`config.mk`:
```
export PLATFORM = sky130hd
export DESIGN_NAME = bist_sig_analyzer
export DESIGN_NICKNAME = d
export VERILOG_FILES = /design/src/rtl/bist_sig_analyzer.sv
export SDC_FILE = /design/constraint.sdc
export NUM_CORES = 1
export LEC_CHECK = 0
export ABC_AREA = 1
export ABC_CLOCK_PERIOD_IN_PS = 3150
export BUFFER_PORTS_ARGS = -buffer_cell sky130_fd_sc_hd__buf_2
export CAP_MARGIN = 25
export CORE_MARGIN = 2
export CORE_UTILIZATION = 65
export DETAILED_ROUTE_END_ITERATION = 8
export PLACE_DENSITY = 0.84
export SYNTH_ARGS = -nofsm -noshare
export SYNTH_HDL_FRONTEND = slang
export SYNTH_SLANG_ARGS = --single-unit
```
`constraint.sdc`:
```
create_clock -name clk -period 3.15 [get_ports clk]
set_input_delay 0.1575 -clock clk [delete_from_list [all_inputs] [get_ports clk]]
set_output_delay 0.1575 -clock clk [all_outputs]
set_load 0.03 [all_outputs]
```
`src/rtl/bist_sig_analyzer.sv`:
```
// bist_sig_analyzer: scan BIST output-response analyzer compacting cut_sdo into a SISR and checking it against GOLDEN
// Ports: clk, reset (async, active-high), bistmode (run request / abort / acknowledge),
//   cut_sdo (serial CUT scan-out), cut_scanmode (high while capturing),
//   bistdone (run complete, held until bistmode drops), bistpass (signature matched GOLDEN),
//   sig_obs (signature register view, present only when BIST_SIG_OBS_EN is defined)
module bist_sig_analyzer #(
    parameter int               WIDTH    = 16,
    parameter logic [WIDTH-1:0] POLY     = 16'h1021,
    parameter logic [WIDTH-1:0] SEED     = 16'h0000,
    parameter int               NUM_BITS = 160,
    parameter logic [WIDTH-1:0] GOLDEN   = 16'h0000
) (
    input  logic             clk,
    input  logic             reset,
    input  logic             bistmode,
    input  logic             cut_sdo,
    output logic             cut_scanmode,
    output logic             bistdone,
    output logic             bistpass
`ifdef BIST_SIG_OBS_EN
    ,
    output logic [WIDTH-1:0] sig_obs
`endif
);
    typedef enum logic [1:0] {IDLE = 2'd0, RUN = 2'd1, CHECK = 2'd2, DONE = 2'd3} state_t;
    localparam logic [15:0] LAST = 16'(NUM_BITS - 1);
    state_t           state, state_n;
    logic [WIDTH-1:0] sig, sig_n, sig_shift;
    logic [15:0]      cnt, cnt_n;
    logic             scan_n, done_n, pass_n, fb;
`ifdef BIST_SIG_OBS_EN
    assign sig_obs = sig;
`endif
    assign fb        = sig[WIDTH-1] ^ cut_sdo;
    assign sig_shift = {sig[WIDTH-2:0], 1'b0} ^ (fb ? POLY : '0);
    always_ff @(posedge clk or posedge reset) begin
        if (reset) begin
            state        <= IDLE;
            sig          <= SEED;
            cnt          <= '0;
            cut_scanmode <= 1'b0;
            bistdone     <= 1'b0;
            bistpass     <= 1'b0;
        end else begin
            state        <= state_n;
            sig          <= sig_n;
            cnt          <= cnt_n;
            cut_scanmode <= scan_n;
            bistdone     <= done_n;
            bistpass     <= pass_n;
        end
    end
    always_comb begin
        state_n = state;
        sig_n   = sig;
        cnt_n   = cnt;
        scan_n  = cut_scanmode;
        done_n  = bistdone;
        pass_n  = bistpass;
        case (state)
            IDLE: if (bistmode) begin
                state_n = RUN;
                sig_n   = SEED;
                cnt_n   = '0;
                scan_n  = 1'b1;
            end
            RUN: if (!bistmode) begin
                state_n = IDLE;
                scan_n  = 1'b0;
                done_n  = 1'b0;
                pass_n  = 1'b0;
            end else begin
                sig_n   = sig_shift;
                cnt_n   = cnt + 16'd1;
                state_n = (cnt == LAST) ? CHECK : RUN;
                scan_n  = (cnt != LAST);
            end
            CHECK: begin
                state_n = DONE;
                done_n  = 1'b1;
                pass_n  = (sig == GOLDEN);
            end
            DONE: if (!bistmode) begin
                state_n = IDLE;
                done_n  = 1'b0;
                pass_n  = 1'b0;
            end
            default: begin
                state_n = IDLE;
                scan_n  = 1'b0;
                done_n  = 1'b0;
                pass_n  = 1'b0;
            end
        endcase
    end
endmodule

```
==> impl_metrics.json, run 1 <==
{
  "status": "complete, no violations",
  "grt_pass1_vias": 1477,
  "slew_headroom_pct": 62.14,
  "reg2regPathDepth": 6,
  "tns_ns": 0,
  "cts-root-buf": "clkbuf_4",
  "die_area_sq_um": 3238,
  "hold_path_end": "state[0]$_DFFE_PP0P_",
  "synthCells": 215,
  "drtIter0Drc": 46,
  "ys_seq_area_share_pct": 50.89,
  "start_util_pct": 67.13,
  "register_area_sq_um": 925.9,
  "io-pin-count": 7,
  "syn2layout_area_growth_pct": 6.671,
  "routed_wl_um": 3509,
  "syn_nets": 220,
  "synthFlopType": "dfrtp_1",
  "layout_commonest_cell": "inv_1",
  "ys_ff_latch": 37,
  "ir_drop_mv": 0.5216,
  "cellLeakagePower_nw": 0.9688,
  "clockBufferDepth": 2,
  "holdPathStages": 3,
  "avgSynthCellArea_sq_um": 8.462,
  "hold_path.class": "in2reg",
  "grt_first_pass_wirelength_um": 6099,
  "fp-row-count": 19,
  "num-nets-final": 231,
  "drc": 0,
  "yosys.area.top_type": "dfrtp_1",
  "clkTransAtPathRegs_ns": 0.11,
  "power_frac_clock_pct": 31.7,
  "final_layout_size_suffix_gt1_share_pct": 13.66,
  "wl_per_cell_um": 13.60,
  "hold_start": "bistmode",
  "stdcell_count": 258,
  "hold_viol": 0,
  "setup_slack_ns": 1.528,
  "yosysWarningCount": 0,
  "rrSetupSlack_ns": 1.53,
  "layout_min_cycle_time_ns": 1.622,
  "end_kind": "flip-flop",
  "start_kind": "flip-flop",
  "worstReg2RegEnd": "cnt[15]$_DFFE_PP0P_",
  "pre_cts_slack_ns": 1.591,
  "antenna_left": 0,
  "grt_start_max_net_pins": 38,
  "setup_viol": 0,
  "powerDensity_nw_per_um2": 461.3,
  "critPathKind": "reg2reg",
  "finalCritPeriodShare_pct": 51.50,
  "cts_tree": "yes",
  "vias": 1475,
  "dpl-instance-area_sq_um": 1861,
  "coreArea_sq_um": 2710,
  "syn_area_sq_um": 1819,
  "dpl.cell_count": 249,
  "mostFrequentLayoutCells": "38 x inv_1, 37 x dfrtp_1, 36 x nand2_1",
  "first_pass_iters": 4,
  "p_comb_share_pct": 10.7,
  "port_buffers": 6,
  "gp_congestion": 0.8638,
  "cts_buffers": 5,
  "n_antenna_cell": 0,
  "cts_setup_buffers": 0,
  "synth_top_area_share_pct": 50.89,
  "p_int_uw": 661.3,
  "maxCapViolations": 0,
  "routed_via_density": 5.717,
  "crit_path_max_fanout": 22,
  "switching_share_pct": 26.14,
  "rsz0062_at_grt": "no",
  "htreeDepth": 2,
  "die_x_um": 56.91,
  "overflow": 0,
  "dp_hpwl_um": 2481,
  "ys_types": 31,
  "synth_area_leaders": "dfrtp_1 51%, inv_1 7.8%, nand2_1 7.4%",
  "tightest_slew_ns": 0.5665,
  "fillers": 211,
  "fin_util_pct": 71.61,
  "clock_latency_ns": 0.35,
  "synth-edff-count": 0,
  "power_switching_uw": 234.0,
  "crit_required_ns": 3.39,
  "max_freq_mhz": 616.5,
  "ys_async_sr_fraction_pct": 100.0,
  "pwr-share-seq_pct": 57.6,
  "die_y_um": 56.91,
  "gr-usage-all-layers_pct": 25.13,
  "finClkSkew_ns": 0.01079,
  "drv_slew": 0,
  "arrival_ns": 1.86,
  "clkSinkCount": 37,
  "fin_area_sq_um": 1941,
  "grt_antenna_before_repair": 0,
  "multiInputGateArea_sq_um": 704.4
}
==> registers in the layout (all words and copies together), names as in the netlist, named ones only <==
register      cells
sig              16
bistdone          1
state             1
cnt              16
bistpass          1
cut_scanmode      1
==> timing repair <==
action	4_1_cts	5_1_grt
hold buffers	1	0
hold endpoints to repair	37	0
gates resized for setup	0	0
endpoints found under the setup margin	0	0
==> worst max path at each step <==
stage | cells after the start | to | startpoint | slack [ns]
2_1_floorplan | 8 | cut_scanmode$_DFFE_PP0P_ | cnt[1]$_DFFE_PP0P_ | 1.89
3_3_place_gp | 6 | cnt[15]$_DFFE_PP0P_ | flip-flop | 1.66
3_5_place_dp | 6 | cnt[15]$_DFFE_PP0P_ | flip-flop | 1.59
4_1_cts | 5 | cnt[15]$_DFFE_PP0P_ | flip-flop | 1.56
5_1_grt | 5 | cnt[7]$_DFFE_PP0P_ | flip-flop | 1.44
6_report | 6 | cnt[15]$_DFFE_PP0P_ | flip-flop | 1.53
==> stage by stage <==
stage                     hold WS (ns)  total power [mW]
after floorplan                 0.2671            0.5976
after global placement          0.2747            0.6114
after detailed placement        0.2800            0.6184
after CTS                      0.07677            0.8997
after global routing           0.07494            0.9347
final                          0.08198            0.8953
==> logic make-up (layout without fill, tap and decap cells) <==
logic type                 Yosys count  in the layout  share of synthesized area (%)
and+or+nand+nor                     96             96                          25.45
buffers and inverters               45             57                          10.39
DFF                                 37             37                          50.89
AOI/OAI and AO/OA                   33             33                          11.14
xor gates and xnor gates             3              3                          1.445
adders and majority gates            1              1                         0.6876
==> layout make-up <==
class / instances / area share (%)
Multi-Input combinational cell: 133 / 36.30
Inverter: 41 / 7.930
Timing Repair Buffer: 8 / 2.450
Tap cell: 31 / 1.999
Sequential cell: 37 / 47.71
Clock inverter: 1 / 0.2579
Clock buffer: 7 / 3.353
==> worst max-delay path, cell delays in order, from the launching register on <==
cell and delay, ns:
dfrtp_1 0.47, nor2_4 0.49, nand3_4 0.18, nor2_2 0.16, nand3_1 0.08, nand2_1 0.07
nor2_1 0.05
==> metal layers <==
| metal | GRT usage, % | vias up | wire length (um) |
|---|---|---|---|
| li1 | - | 719 | - |
| met1 | 29.69 | 714 | 1575 |
| met2 | 41.05 | 32 | 1667 |
| met3 | 8.295 | 10 | 167 |
| met4 | 12.62 | 0 | 98 |
| met5 | 0 | - | 0 |
==> synth_stat cells, drive strengths merged (2+ instances only) <==
cell and number:
nand2 40, dfrtp 37, a21oi 6, nor2 31, nand4 7, xor2 2
o21ai 7, o22ai 16, nand3 11, nor3 5, buf 4, inv 41
o211ai 2
==> power groups by stage <==
| stage | sequential (mW) | clock, mW | combinational [mW] |
|---|---|---|---|
| 2_1_floorplan | 0.523 | 0 | 0.0751 |
| 3_3_place_gp | 0.523 | 0 | 0.0879 |
| 3_5_place_dp | 0.525 | 0 | 0.0937 |
| 4_1_cts | 0.516 | 0.288 | 0.0962 |
| 5_1_grt | 0.519 | 0.307 | 0.108 |
| 6_report | 0.516 | 0.284 | 0.0954 |
No activity file was read; power rests on OpenSTA's default activity.
==> inputs of run 2 (changes only) <==
ABC_CLOCK_PERIOD_IN_PS = 1600   (was 3150)
CORE_UTILIZATION = 60   (was 65)
PLACE_DENSITY = 0.79   (was 0.84)
clock period = 1.6 ns   (was 3.15 ns; I/O delays follow)
==> impl_metrics.json, run 2 (synthesized netlist as in run 1, its figures left out) <==
{
  "drc": 0,
  "dpl.cell_count": 250,
  "cellLeakagePower_nw": 0.9810,
  "io-pin-count": 7,
  "cts-root-buf": "clkbuf_4",
  "fin_area_sq_um": 1977,
  "vias": 1468,
  "die_area_sq_um": 3489,
  "power_mw": 1.904,
  "gp_congestion": 0.8627,
  "fin_hold_ws_ns": 0.1192,
  "cts_resized": 0,
  "end_kind": "flip-flop",
  "routed_via_density": 5.646,
  "powerDensity_nw_per_um2": 963.0,
  "clkSinkCount": 37,
  "finClkSkew_ns": 0.006656,
  "stdcell_count": 260,
  "overflow": 0,
  "cpMostUsedCell": "nand2_1",
  "fp-row-count": 19,
  "first_pass_iters": 4,
  "crit_chain": "ha_1, nand2_1, inv_1, nand2_1, nor3_1, nand2_1, nand2_1, nand2_1",
  "dp_hpwl_um": 2494,
  "cpPeakStageDelay_ns": 0.41,
  "drtIter0Drc": 84,
  "die_y_um": 59.07,
  "grt_pass1_vias": 1454,
  "largestRegisters": "cnt x16, sig x16",
  "clkTransAtPathRegs_ns": 0.12,
  "syn2layout_area_growth_pct": 8.666,
  "layout_commonest_cell": "inv_1",
  "layout_min_cycle_time_ns": 1.456,
  "mostFrequentLayoutCells": "38 x inv_1, 37 x dfrtp_1, 36 x nand2_1",
  "grt_start_max_net_pins": 38,
  "fin_util_pct": 69.88,
  "cts_buffers": 5,
  "critPathKind": "reg2reg",
  "crit_path_max_fanout": 4,
  "cts_setup_buffers": 0,
  "status": "complete, no violations",
  "antenna_left": 0,
  "drv_slew": 0,
  "wl_per_cell_um": 13.53,
  "tightest_slew_ns": 0.4593,
  "setup_slack_ns": 0.1444,
  "start_util_pct": 64.31,
  "gr-usage-all-layers_pct": 23.80,
  "ir_drop_mv": 0.7677,
  "routed_wl_um": 3517,
  "hold_viol": 0,
  "dpl-instance-area_sq_um": 1868,
  "grt_antenna_before_repair": 0,
  "maxCapViolations": 0,
  "num-nets-final": 233,
  "slew_headroom_pct": 69.38,
  "clock_latency_ns": 0.35,
  "coreArea_sq_um": 2829,
  "htreeDepth": 2,
  "cts_tree": "yes",
  "crit_path_top_delay_cell": "dfrtp_1",
  "tns_ns": 0,
  "start_kind": "flip-flop",
  "arrival_ns": 1.70,
  "clockBufferDepth": 2,
  "n_antenna_cell": 0,
  "finalCritPeriodShare_pct": 90.98,
  "final_layout_size_suffix_gt1_share_pct": 13.97,
  "setup_viol": 0,
  "die_x_um": 59.07,
  "pre_cts_slack_ns": 0.1716,
  "crit_required_ns": 1.85,
  "grt_first_pass_wirelength_um": 6196,
  "max_freq_mhz": 687.0,
  "hold_path.class": "in2reg",
  "port_buffers": 6,
  "rsz0062_at_grt": "no"
}
## run 2: layout make-up
cell class                 count  area, sq um
sequential                    37        925.9
fill                         217        852.1
multi-input combinational    133        704.4
inverter                      41        153.9
timing repair buffer          10        65.06
clock buffer                   6        51.30
tap                           31        38.79
clock inverter                 2        37.54
## run 2: timing repair
action | in CTS | in global routing
endpoints found under the setup margin | 0 | 0
hold buffers | 2 | 0
hold endpoints to repair | 38 | 0
## run 2: final timing paths
kind | start | endpoint | slack, ns | cells after the start
min reg2reg | cnt[3]$_DFFE_PP0P_ | cnt[3]$_DFFE_PP0P_ | 0.54 | 1
max reg2reg | cnt[1]$_DFFE_PP0P_ | cut_scanmode$_DFFE_PP0P_ | 0.14 | 8
min in group asynchronous | reset | cnt[6]$_DFFE_PP0P_ | 0.35 | 4
max | cnt[1]$_DFFE_PP0P_ | cut_scanmode$_DFFE_PP0P_ | 0.14 | 8
max in group asynchronous | reset | sig[15]$_DFFE_PP0P_ | 0.92 | 4
min | cut_sdo | sig[0]$_DFFE_PP0P_ | 0.12 | 3
## run 2: where the power goes
group,leakage (nW),internal [mW],switching [mW]
clock,0.0445,0.371,0.325
combinational,0.434,0.0691,0.123
sequential,0.503,0.981,0.0342
total,0.981,1.42,0.482
## run 2: worst max-delay path: cells and delay by family, from the launching register on
kind                     cells  cell delay (ns)
AND/OR/NAND/NOR              6             0.65
buffers and inverters        1             0.12
flip-flops                   1             0.41
adder cells (fa/ha/maj)      1             0.19
## run 2: layer usage
layer / vias up / part of all wire, % / GRT usage [%]
met5: - / 0 / 0
met4: 0 / 1.5 / 10.39
met3: 9 / 4.5 / 5.459
met2: 39 / 48 / 37.78
met1: 698 / 46 / 31.43
li1: 722 / - / -
